[src/rtl/uart_rx_fifo.sv]
// uart_rx_fifo
//   Parametrised UART receiver with a show-ahead receive FIFO.
//   The serial input is synchronised, start bits are qualified at mid-bit
//   (false starts are dropped), and data, optional parity and stop bits are
//   sampled once per bit period. Good bytes go into the FIFO. Framing errors,
//   parity errors and overflow are reported as sticky flags.
//
// Ports
//   clk_i         system clock
//   reset_i       asynchronous, active-high reset
//   rxd_i         serial input, idle high, asynchronous to clk_i
//   rd_en_i       pop the head entry this cycle
//   rd_data_o     FIFO head (valid while rd_valid_o)
//   rd_valid_o    FIFO not empty
//   count_o       number of entries held
//   frame_err_o   sticky: a stop bit sampled 0
//   parity_err_o  sticky: parity mismatch
//   overflow_o    sticky: byte dropped because the FIFO was full
//   clr_err_i     clears all three sticky flags

module uart_rx_fifo #(
  parameter int CLKS_PER_BIT = 217,
  parameter int DATA_BITS    = 8,
  parameter int PARITY       = 0,
  parameter int STOP_BITS    = 1,
  parameter int FIFO_DEPTH   = 16
) (
  input  logic                            clk_i,
  input  logic                            reset_i,
  input  logic                            rxd_i,
  input  logic                            rd_en_i,
  output logic [DATA_BITS-1:0]            rd_data_o,
  output logic                            rd_valid_o,
  output logic [$clog2(FIFO_DEPTH+1)-1:0] count_o,
  output logic                            frame_err_o,
  output logic                            parity_err_o,
  output logic                            overflow_o,
  input  logic                            clr_err_i
);

  localparam int CNT_W = $clog2(CLKS_PER_BIT);
  localparam int PTR_W = $clog2(FIFO_DEPTH);
  localparam int OCC_W = $clog2(FIFO_DEPTH + 1);
  localparam logic [CNT_W-1:0] HALF     = CNT_W'(CLKS_PER_BIT / 2 - 1);
  localparam logic [CNT_W-1:0] LAST     = CNT_W'(CLKS_PER_BIT - 1);
  localparam logic [3:0]       LAST_BIT = 4'(DATA_BITS - 1);
  localparam logic             LAST_STOP = 1'(STOP_BITS - 1);
  localparam logic [OCC_W-1:0] FULL_CNT = OCC_W'(FIFO_DEPTH);

  typedef enum logic [2:0] {
    S_IDLE,
    S_START,
    S_DATA,
    S_PAR,
    S_STOP
  } state_t;

  logic                 meta_q, rxd_s_q;
  state_t               state_q, state_d;
  logic [CNT_W-1:0]     cnt_q, cnt_d;
  logic [3:0]           bit_q, bit_d;
  logic                 stop_q, stop_d;
  logic [DATA_BITS-1:0] shift_q, shift_d;
  logic                 fe_q, fe_d;
  logic                 pe_q, pe_d;
  logic                 wait_high_q, wait_high_d;
  logic                 commit, commit_fe, commit_pe;
  logic                 par_exp;

  logic                 push_q;
  logic [DATA_BITS-1:0] push_data_q;
  logic [DATA_BITS-1:0] mem_q [FIFO_DEPTH];
  logic [PTR_W-1:0]     wr_ptr_q, rd_ptr_q;
  logic [OCC_W-1:0]     count_q, count_d;
  logic                 pop, full, wr_ok;
  logic                 frame_err_q, parity_err_q, overflow_q;

  assign par_exp = (^shift_q) ^ (PARITY == 2);

  // Two-flop synchroniser; both stages reset to the idle (high) line level.
  always_ff @(posedge clk_i or posedge reset_i) begin
    if (reset_i) begin
      meta_q  <= 1'b1;
      rxd_s_q <= 1'b1;
    end else begin
      meta_q  <= rxd_i;
      rxd_s_q <= meta_q;
    end
  end

  // Receiver state register.
  always_ff @(posedge clk_i or posedge reset_i) begin
    if (reset_i) begin
      state_q     <= S_IDLE;
      cnt_q       <= '0;
      bit_q       <= '0;
      stop_q      <= 1'b0;
      shift_q     <= '0;
      fe_q        <= 1'b0;
      pe_q        <= 1'b0;
      wait_high_q <= 1'b0;
    end else begin
      state_q     <= state_d;
      cnt_q       <= cnt_d;
      bit_q       <= bit_d;
      stop_q      <= stop_d;
      shift_q     <= shift_d;
      fe_q        <= fe_d;
      pe_q        <= pe_d;
      wait_high_q <= wait_high_d;
    end
  end

  // Frame sequencing. The start bit is re-checked at its half point; every
  // later bit is sampled a full period after the previous sample, which
  // lands near mid-bit. The final stop sample commits the frame and returns
  // to IDLE in the same cycle so a following start bit is not missed. A
  // frame that ends on a low stop bit (line break) blocks re-arming until
  // the line has been seen high again.
  always_comb begin
    state_d     = state_q;
    cnt_d       = cnt_q;
    bit_d       = bit_q;
    stop_d      = stop_q;
    shift_d     = shift_q;
    fe_d        = fe_q;
    pe_d        = pe_q;
    wait_high_d = wait_high_q;
    commit      = 1'b0;
    commit_fe   = 1'b0;
    commit_pe   = 1'b0;
    case (state_q)
      S_IDLE: begin
        cnt_d = '0;
        if (rxd_s_q) begin
          wait_high_d = 1'b0;
        end else if (!wait_high_q) begin
          state_d = S_START;
          bit_d   = '0;
          stop_d  = 1'b0;
          fe_d    = 1'b0;
          pe_d    = 1'b0;
        end
      end
      S_START: begin
        if (cnt_q == HALF) begin
          cnt_d   = '0;
          state_d = rxd_s_q ? S_IDLE : S_DATA;
        end else begin
          cnt_d = cnt_q + 1'b1;
        end
      end
      S_DATA: begin
        if (cnt_q == LAST) begin
          cnt_d   = '0;
          shift_d = {rxd_s_q, shift_q[DATA_BITS-1:1]};
          bit_d   = bit_q + 1'b1;
          if (bit_q == LAST_BIT) begin
            state_d = (PARITY != 0) ? S_PAR : S_STOP;
          end
        end else begin
          cnt_d = cnt_q + 1'b1;
        end
      end
      S_PAR: begin
        if (cnt_q == LAST) begin
          cnt_d   = '0;
          pe_d    = (rxd_s_q != par_exp);
          state_d = S_STOP;
        end else begin
          cnt_d = cnt_q + 1'b1;
        end
      end
      S_STOP: begin
        if (cnt_q == LAST) begin
          cnt_d  = '0;
          stop_d = 1'b1;
          if (!rxd_s_q) begin
            fe_d = 1'b1;
          end
          if (stop_q == LAST_STOP) begin
            commit      = 1'b1;
            commit_fe   = fe_q | ~rxd_s_q;
            commit_pe   = pe_q;
            wait_high_d = ~rxd_s_q;
            state_d     = S_IDLE;
          end
        end else begin
          cnt_d = cnt_q + 1'b1;
        end
      end
      default: state_d = S_IDLE;
    endcase
  end

  // A good byte is staged for one cycle before it is written, so the FIFO
  // occupancy changes on the edge after the commit edge.
  always_ff @(posedge clk_i or posedge reset_i) begin
    if (reset_i) begin
      push_q      <= 1'b0;
      push_data_q <= '0;
    end else begin
      push_q      <= commit & ~commit_fe & ~commit_pe;
      push_data_q <= shift_q;
    end
  end

  assign pop   = rd_en_i & (count_q != '0);
  assign full  = (count_q == FULL_CNT);
  assign wr_ok = push_q & (~full | pop);

  // Occupancy: a simultaneous push and pop leaves the count unchanged,
  // which is what lets a full FIFO accept a byte in its pop cycle.
  always_comb begin
    count_d = count_q;
    case ({wr_ok, pop})
      2'b10:   count_d = count_q + 1'b1;
      2'b01:   count_d = count_q - 1'b1;
      default: count_d = count_q;
    endcase
  end

  // Storage array; its contents are meaningless after reset because the
  // pointers and count are cleared.
  always_ff @(posedge clk_i) begin
    if (wr_ok) begin
      mem_q[wr_ptr_q] <= push_data_q;
    end
  end

  // Pointers and count; pointers wrap naturally at the power-of-2 depth.
  always_ff @(posedge clk_i or posedge reset_i) begin
    if (reset_i) begin
      wr_ptr_q <= '0;
      rd_ptr_q <= '0;
      count_q  <= '0;
    end else begin
      count_q <= count_d;
      if (wr_ok) begin
        wr_ptr_q <= wr_ptr_q + 1'b1;
      end
      if (pop) begin
        rd_ptr_q <= rd_ptr_q + 1'b1;
      end
    end
  end

  // Sticky error flags; a set event in the clearing cycle takes priority.
  always_ff @(posedge clk_i or posedge reset_i) begin
    if (reset_i) begin
      frame_err_q  <= 1'b0;
      parity_err_q <= 1'b0;
      overflow_q   <= 1'b0;
    end else begin
      frame_err_q  <= (frame_err_q & ~clr_err_i) | commit_fe;
      parity_err_q <= (parity_err_q & ~clr_err_i) | commit_pe;
      overflow_q   <= (overflow_q & ~clr_err_i) | (push_q & full & ~pop);
    end
  end

  assign rd_valid_o   = (count_q != '0);
  assign rd_data_o    = rd_valid_o ? mem_q[rd_ptr_q] : '0;
  assign count_o      = count_q;
  assign frame_err_o  = frame_err_q;
  assign parity_err_o = parity_err_q;
  assign overflow_o   = overflow_q;

endmodule

[config.mk]
export PLATFORM = sky130hd
export DESIGN_NAME = uart_rx_fifo
export DESIGN_NICKNAME = d
export VERILOG_FILES = /design/src/rtl/uart_rx_fifo.sv
export SDC_FILE = /design/constraint.sdc
export NUM_CORES = 1
export LEC_CHECK = 0
export ABC_CLOCK_PERIOD_IN_PS = 5400
export BUFFER_PORTS_ARGS = -buffer_cell sky130_fd_sc_hd__buf_2
export CAP_MARGIN = 20
export CORE_ASPECT_RATIO = 0.75
export CORE_MARGIN = 2
export CORE_UTILIZATION = 50
export CTS_CLUSTER_DIAMETER = 80
export DETAILED_ROUTE_END_ITERATION = 10
export PLACE_DENSITY = 0.71
export SYNTH_ARGS = -nofsm -noshare
export SYNTH_HDL_FRONTEND = slang
export SYNTH_SLANG_ARGS = --single-unit
[constraint.sdc]
create_clock -name clk_i -period 5.4 [get_ports clk_i]
set_input_delay 0.27 -clock clk_i [delete_from_list [all_inputs] [get_ports clk_i]]
set_output_delay 0.27 -clock clk_i [all_outputs]
set_load 0.05 [all_outputs]
=== Yosys cells after proc, flatten, opt, wreduce, memory -nomap -nowiden ===
Memory sizes are Yosys's and may differ from the RTL's.
Index checks and enable logic that the tools add are counted.

* Flip-flop bits (word level): 54
* Latch bits: 0
* RAM bits: 128
* ROM bits: 0
* Input bits: 5
* Output and inout bits: 17
* Memories: 1

* Add/sub/neg operators: 6
* $mul: 0
* Divide/modulo/power cells: 0
* Order comparisons: 0
* Equal/unequal tests: 21
* Shift operators: 0
* Mux-type cells: 43
* Bitwise logic cells: 20
* Reductions and logical operators: 16

{| class="wikitable"
|+ Memories
! memory !! depth !! bits a word !! read ports !! clocked after Yosys merged registers in !! write ports !! RTL line !! RTL
|-
| mem_q || 16 || 8 || 1 || 0 || 1 || 72 || <nowiki>logic [DATA_BITS-1:0] mem_q [FIFO_DEPTH];</nowiki>
|}

{| class="wikitable"
|+ Operator list
! kind !! count
|-
| 2-to-1 mux 3 bit || 8
|-
| 2-to-1 mux 8 bit || 3
|-
| case mux 8 bit (3 select lines) || 1
|-
| 2-to-1 mux 1 bit || 20
|-
| != test 2 bit (second input constant) || 10
|-
| AND reduction 4 bit || 4
|-
| case mux 3 bit (5 select lines) || 1
|-
| adder 4 x 1 -> 4 bit (second input constant) || 3
|-
| 2-to-1 mux 4 bit || 3
|-
| case mux 5 bit (2 select lines) || 1
|-
| bitwise AND 1 bit || 9
|-
| adder 8 x 1 -> 8 bit (second input constant) || 1
|-
| == test 8 x 7 -> 1 bit (second input constant) || 1
|-
| == test 8 bit (second input constant) || 1
|-
| case mux 1 bit (2 select lines) || 4
|-
| case mux 4 bit (2 select lines) || 1
|-
| AND reduction 8 bit || 1
|-
| nonzero test 2 bit || 4
|-
| XOR reduction 8 bit || 1
|-
| == test 3 x 2 -> 1 bit (second input constant) || 2
|-
| inverter 1 bit || 6
|-
| adder 5 x 1 -> 5 bit (second input constant) || 1
|-
| == test 5 bit (second input constant) || 1
|-
| OR 1 bit || 5
|-
| 14 further kinds || 14
|}

=== Logic depth before layout (Yosys ltp) ===
* Word-level depth: 8
* Mapped depth: 8
* Depth with buffers taken out: 7

=== Worst setup path after synthesis ===
OpenSTA, ideal clock, no wires.

* Path kind: register to register
* Start point: reg count_q[1] (netlist: count_o[1])
* End point: mem mem_q[0][0] (enable)
* Data arrival time: 2.084 ns
* Setup slack: 2.922 ns
* Stages on the path, launching flop included: 5
* Path through: dfrtp_1 or4_1 clkbuf_2 o21ai_0 nor4_1

* Word-level cells in the longest chain between the ends: 6
* Elaborated cells on any way between the ends: 8

{| class="wikitable"
|+ Ends and longest elaborated chain
! element !! RTL line !! RTL
|-
| from (decl) || 74 || <nowiki>logic [OCC_W-1:0] count_q, count_d;</nowiki>
|-
| from (signal assigned) || 238 || <nowiki>count_q <= count_d;</nowiki>
|-
| nonzero test 5 bit or == test 5 bit (tied branches) || 208, 209 ||
|-
| bitwise AND 1 bit or inverter 1 bit (tied branches) || 208, 210 ||
|-
| OR 1 bit (*) || 210 || <nowiki>assign wr_ok = push_q & (~full | pop);</nowiki>
|-
| bitwise AND 1 bit (*) || 210 ||
|-
| 2-to-1 mux 1 bit (*) || 226 || <nowiki>if (wr_ok) begin</nowiki>
|-
| 2-to-1 mux 1 bit (implied by the code) (*) || 227 || <nowiki>mem_q[wr_ptr_q] <= push_data_q;</nowiki>
|-
| to (decl) || 72 ||
|}

Mark *: on every way between the ends. The rest lies on a longest branch, timed or not.

=== Worst setup path in the final report ===
* Start point: reg rd_ptr_q[0]
* End point: out rd_data_o[5]

* Word-level cells in the longest chain between the ends: 2

{| class="wikitable"
|+ Ends and longest elaborated chain
! element !! RTL line !! RTL
|-
| from (decl) || 73 || <nowiki>logic [PTR_W-1:0] wr_ptr_q, rd_ptr_q;</nowiki>
|-
| from (signal assigned) || 243 || <nowiki>rd_ptr_q <= rd_ptr_q + 1'b1;</nowiki>
|-
| memory read (16 x 8 bit) || - ||
|-
| 2-to-1 mux 8 bit || 262 || <nowiki>assign rd_data_o = rd_valid_o ? mem_q[rd_ptr_q] : '0;</nowiki>
|-
| to (decl) || 32 || <nowiki>output logic [DATA_BITS-1:0] rd_data_o,</nowiki>
|}

No other way between the ends.

==> impl_metrics.ini <==
[sta]
slew_headroom = 0.327
worst_slew_pin_slew_ns = 1.01
finalCriticalPeriod_ns = 3.06
hold_violations = 0
setup_viol = 0
period_share = 0.566
finClkSkew_ns = 0.0130
finalSetupTns_ns = 0
report.final.slew_viol_count = 0
whs_ns = 0.0720
worst_slack_ns = 2.34
max_freq_mhz = 327
rsz0062_at_grt = no

[critical_path]
r2r_start = count_o[1]
crit_path_start_kind = register
reg2reg_depth = 4
r2r_end = mem_q[9][6]
critPathRequiredTime_ns = 5.13
cp_max_fo = 23
arrival_ns = 2.79
cp-startpoint = rd_ptr_q[0]
r2r_slack_ns = 2.87
endpoint_kind = primary output
worstSetupPathType = reg2out

[clocking]
h-tree-depth = 4
clk_pin_slew_worst_paths_ns = 0.06
cts_root_buf = clkbuf_16
hold_buffers = 2
cts_made_buffers = 17
cts_setup_buffers = 0
clk_latency_ns = 0.42
clockBufferDepth = 2
cts_tree = done
cts_sinks = 182
post_cts_resized = 0

[pwr]
p_leak_nw = 3.39
power.density_nw_per_um2 = 392
pwr-share-comb = 0.126
switchingPower_w = 0.000884
ir_worst_vdd_v = 0.000250
internal_power_w = 0.00242
p_sw_frac = 0.268
power_w = 0.00330
pwr-share-clk = 0.375
power_frac_seq = 0.499

[placement]
gp_congestion = 0.782
dp_hpwl_mm = 9.08
dp_slack_ns = 2.75
port_buffers = 21
place_area_um2 = 7800

[logic_synthesis]
synth_seq_cells = 182
syn_inst = 450
syn_nets = 464
synth_edf_count = 128
syn-cell-area_um2 = 7470
async_flop_share = 0.297
syn_avg_cell_area_um2 = 16.6
synth_cell_type_count = 57
yosysSeqAreaShare = 0.696
synth_flop_cell = edfxtp_1
yosysWarningCount = 0

[route]
drc = 0
ant_nets = 0
wl_mm = 14.2
vias = 4063
drtIter0Drc = 388
drtPass1Iterations = 4
avgRoutedWirePerCell_um = 20.6
vias_per_cell = 5.88

[global_route]
grt_remaining_overflow = 0
grt_use_total = 0.189
antenna_found_initial = 0
grt_pass1_vias = 3884
grt_max_degree = 36
grt_pass1_wl_mm = 22.1

[hold_path]
worst_hold_path_type = in2reg
hp-start = clr_err_i
min_path_cells = 2
hold_end = overflow_o

[floorplan]
rows = 38
dieArea_um2 = 15900
fp.coreArea_um2 = 14500
start_util = 0.513
fp.dieW_um = 145
die-height_um = 110
top_level_ports = 22

[status]
status = completed

[finish]
drive_gt1_frac = 0.222
fin_nets = 492
fin_area_um2 = 8440
fillers = 1109
synthToLayoutAreaGrowth_pct = 13.0
num_antenna_cells = 0

[flow_run]
cap_violations = 0
[cell usage in the layout, fill, tap and decap left out, types with 4 or more instances in the layout]
| cell type | n |
|---|---|
| nand2b_1 | 4 |
| nor4_1 | 6 |
| inv_1 | 16 |
| a21oi_1 | 16 |
| nand4_1 | 4 |
| and2_1 | 6 |
| clkbuf_16 | 19 |
| xor2_1 | 7 |
| nand3_1 | 8 |
| nand2_1 | 12 |
| o21ai_0 | 8 |
| buf_2 | 21 |
| dfrtp_1 | 50 |
| ha_1 | 9 |
| edfxtp_1 | 128 |
| nor2_1 | 22 |
| mux4_2 | 32 |
| clkinv_4 | 5 |
| nor2b_1 | 4 |
| nor3b_1 | 6 |
| buf_4 | 5 |
| a22oi_1 | 16 |
| xnor2_1 | 13 |
| mux2_2 | 9 |
[cell usage after synthesis, drive strengths merged, types with 2 or more instances]
master	count	share of area
a21o	3	0.0030
a21oi	16	0.011
a221o	2	0.0027
a22o	3	0.0035
a22oi	16	0.016
a31o	2	0.0023
a31oi	2	0.0017
a32oi	2	0.0023
and2	7	0.0059
and3	2	0.0017
buf	9	0.0062
clkbuf	11	0.0057
dfrtp	52	0.17
dfstp	2	0.0070
edfxtp	128	0.51
ha	9	0.015
inv	17	0.0085
mux2	10	0.016
mux2i	3	0.0040
mux4	32	0.096
nand2	12	0.0060
nand2b	4	0.0034
nand3	8	0.0054
nand3b	3	0.0030
nand4	4	0.0034
nor2	23	0.012
nor2b	4	0.0034
nor3	3	0.0020
nor3b	6	0.0060
nor4	6	0.0050
o21a	2	0.0020
o21ai	9	0.0060
or3	3	0.0025
xnor2	13	0.015
xor2	7	0.0082
[metal layers]
metal	GRT usage	vias up	wire length (µm)
met5	0	-	0
met4	0.0546	0	170
met3	0.0427	15	1010
met2	0.287	145	6610
met1	0.277	2097	6410
li1	-	1806	-
[kinds of logic (layout without fill, tap and decap cells)]
| family | after synthesis | count (layout) | share of synthesized area |
|---|---|---|---|
| AND/OR/NAND/NOR | 91 | 91 | 0.0663 |
| flip-flops | 182 | 182 | 0.696 |
| AO/OA/AOI/OAI | 65 | 65 | 0.0596 |
| buffers and inverters | 37 | 78 | 0.0204 |
| multiplexers | 45 | 45 | 0.116 |
| XOR/XNOR | 21 | 21 | 0.0265 |
| adder cells (fa/ha/maj) | 9 | 9 | 0.0151 |
[through the flow]
stage | utilization | instances
finish | 0.580 | 691
global route | 0.580 | 691
CTS | 0.580 | 691
detailed placement | 0.536 | 657
global placement | 0.534 | 656
floorplan | - | 450
[flip-flops by register name (all words and copies together), names as in the netlist, 3 cells and up]
register     flops
shift_q          8
wr_ptr_q         4
count_o          5
state_q          3
mem_q          128
push_data_q      8
rd_ptr_q         4
bit_q            4
cnt_q            8
[power groups by stage]
stage | Combinational [W] | Clock [W] | Sequential [W]
final | 0.000416 | 0.00124 | 0.00165
after global placement | 0.000417 | 0 | 0.00168
after detailed placement | 0.000419 | 0 | 0.00168
after floorplan | 0.000341 | 0 | 0.00165
after CTS | 0.000423 | 0.00126 | 0.00165
after global routing | 0.000450 | 0.00132 | 0.00166
[how the worst max path moves through the flow]
stage                   end  slack (ns)  cells after the start
2_1_floorplan   mem_q[0][0]        2.92                      4
3_3_place_gp   rd_data_o[3]        2.75                      5
3_5_place_dp   rd_data_o[5]        2.75                      5
4_1_cts        rd_data_o[5]        2.30                      5
5_1_grt        rd_data_o[6]        2.15                      5
6_report       rd_data_o[5]        2.34                      5
[layout make-up]
type                       count  area, µm²  area share
clock inverter                10        108      0.0128
multi-input combinational    231       2120       0.251
timing repair buffer          29        190      0.0225
sequential                   182       5200       0.616
tap                          200        250      0.0297
inverter                      17       63.8     0.00756
clock buffer                  22        507      0.0601
[worst max-delay path: stages (launching register included)]
cell and delay [ns]:
dfrtp_2 0.65, buf_4 0.48, mux4_2 0.57, a22oi_1 0.28
a21oi_1 0.14, buf_2 0.24
Note: power is estimated with default switching activity, not from simulation.
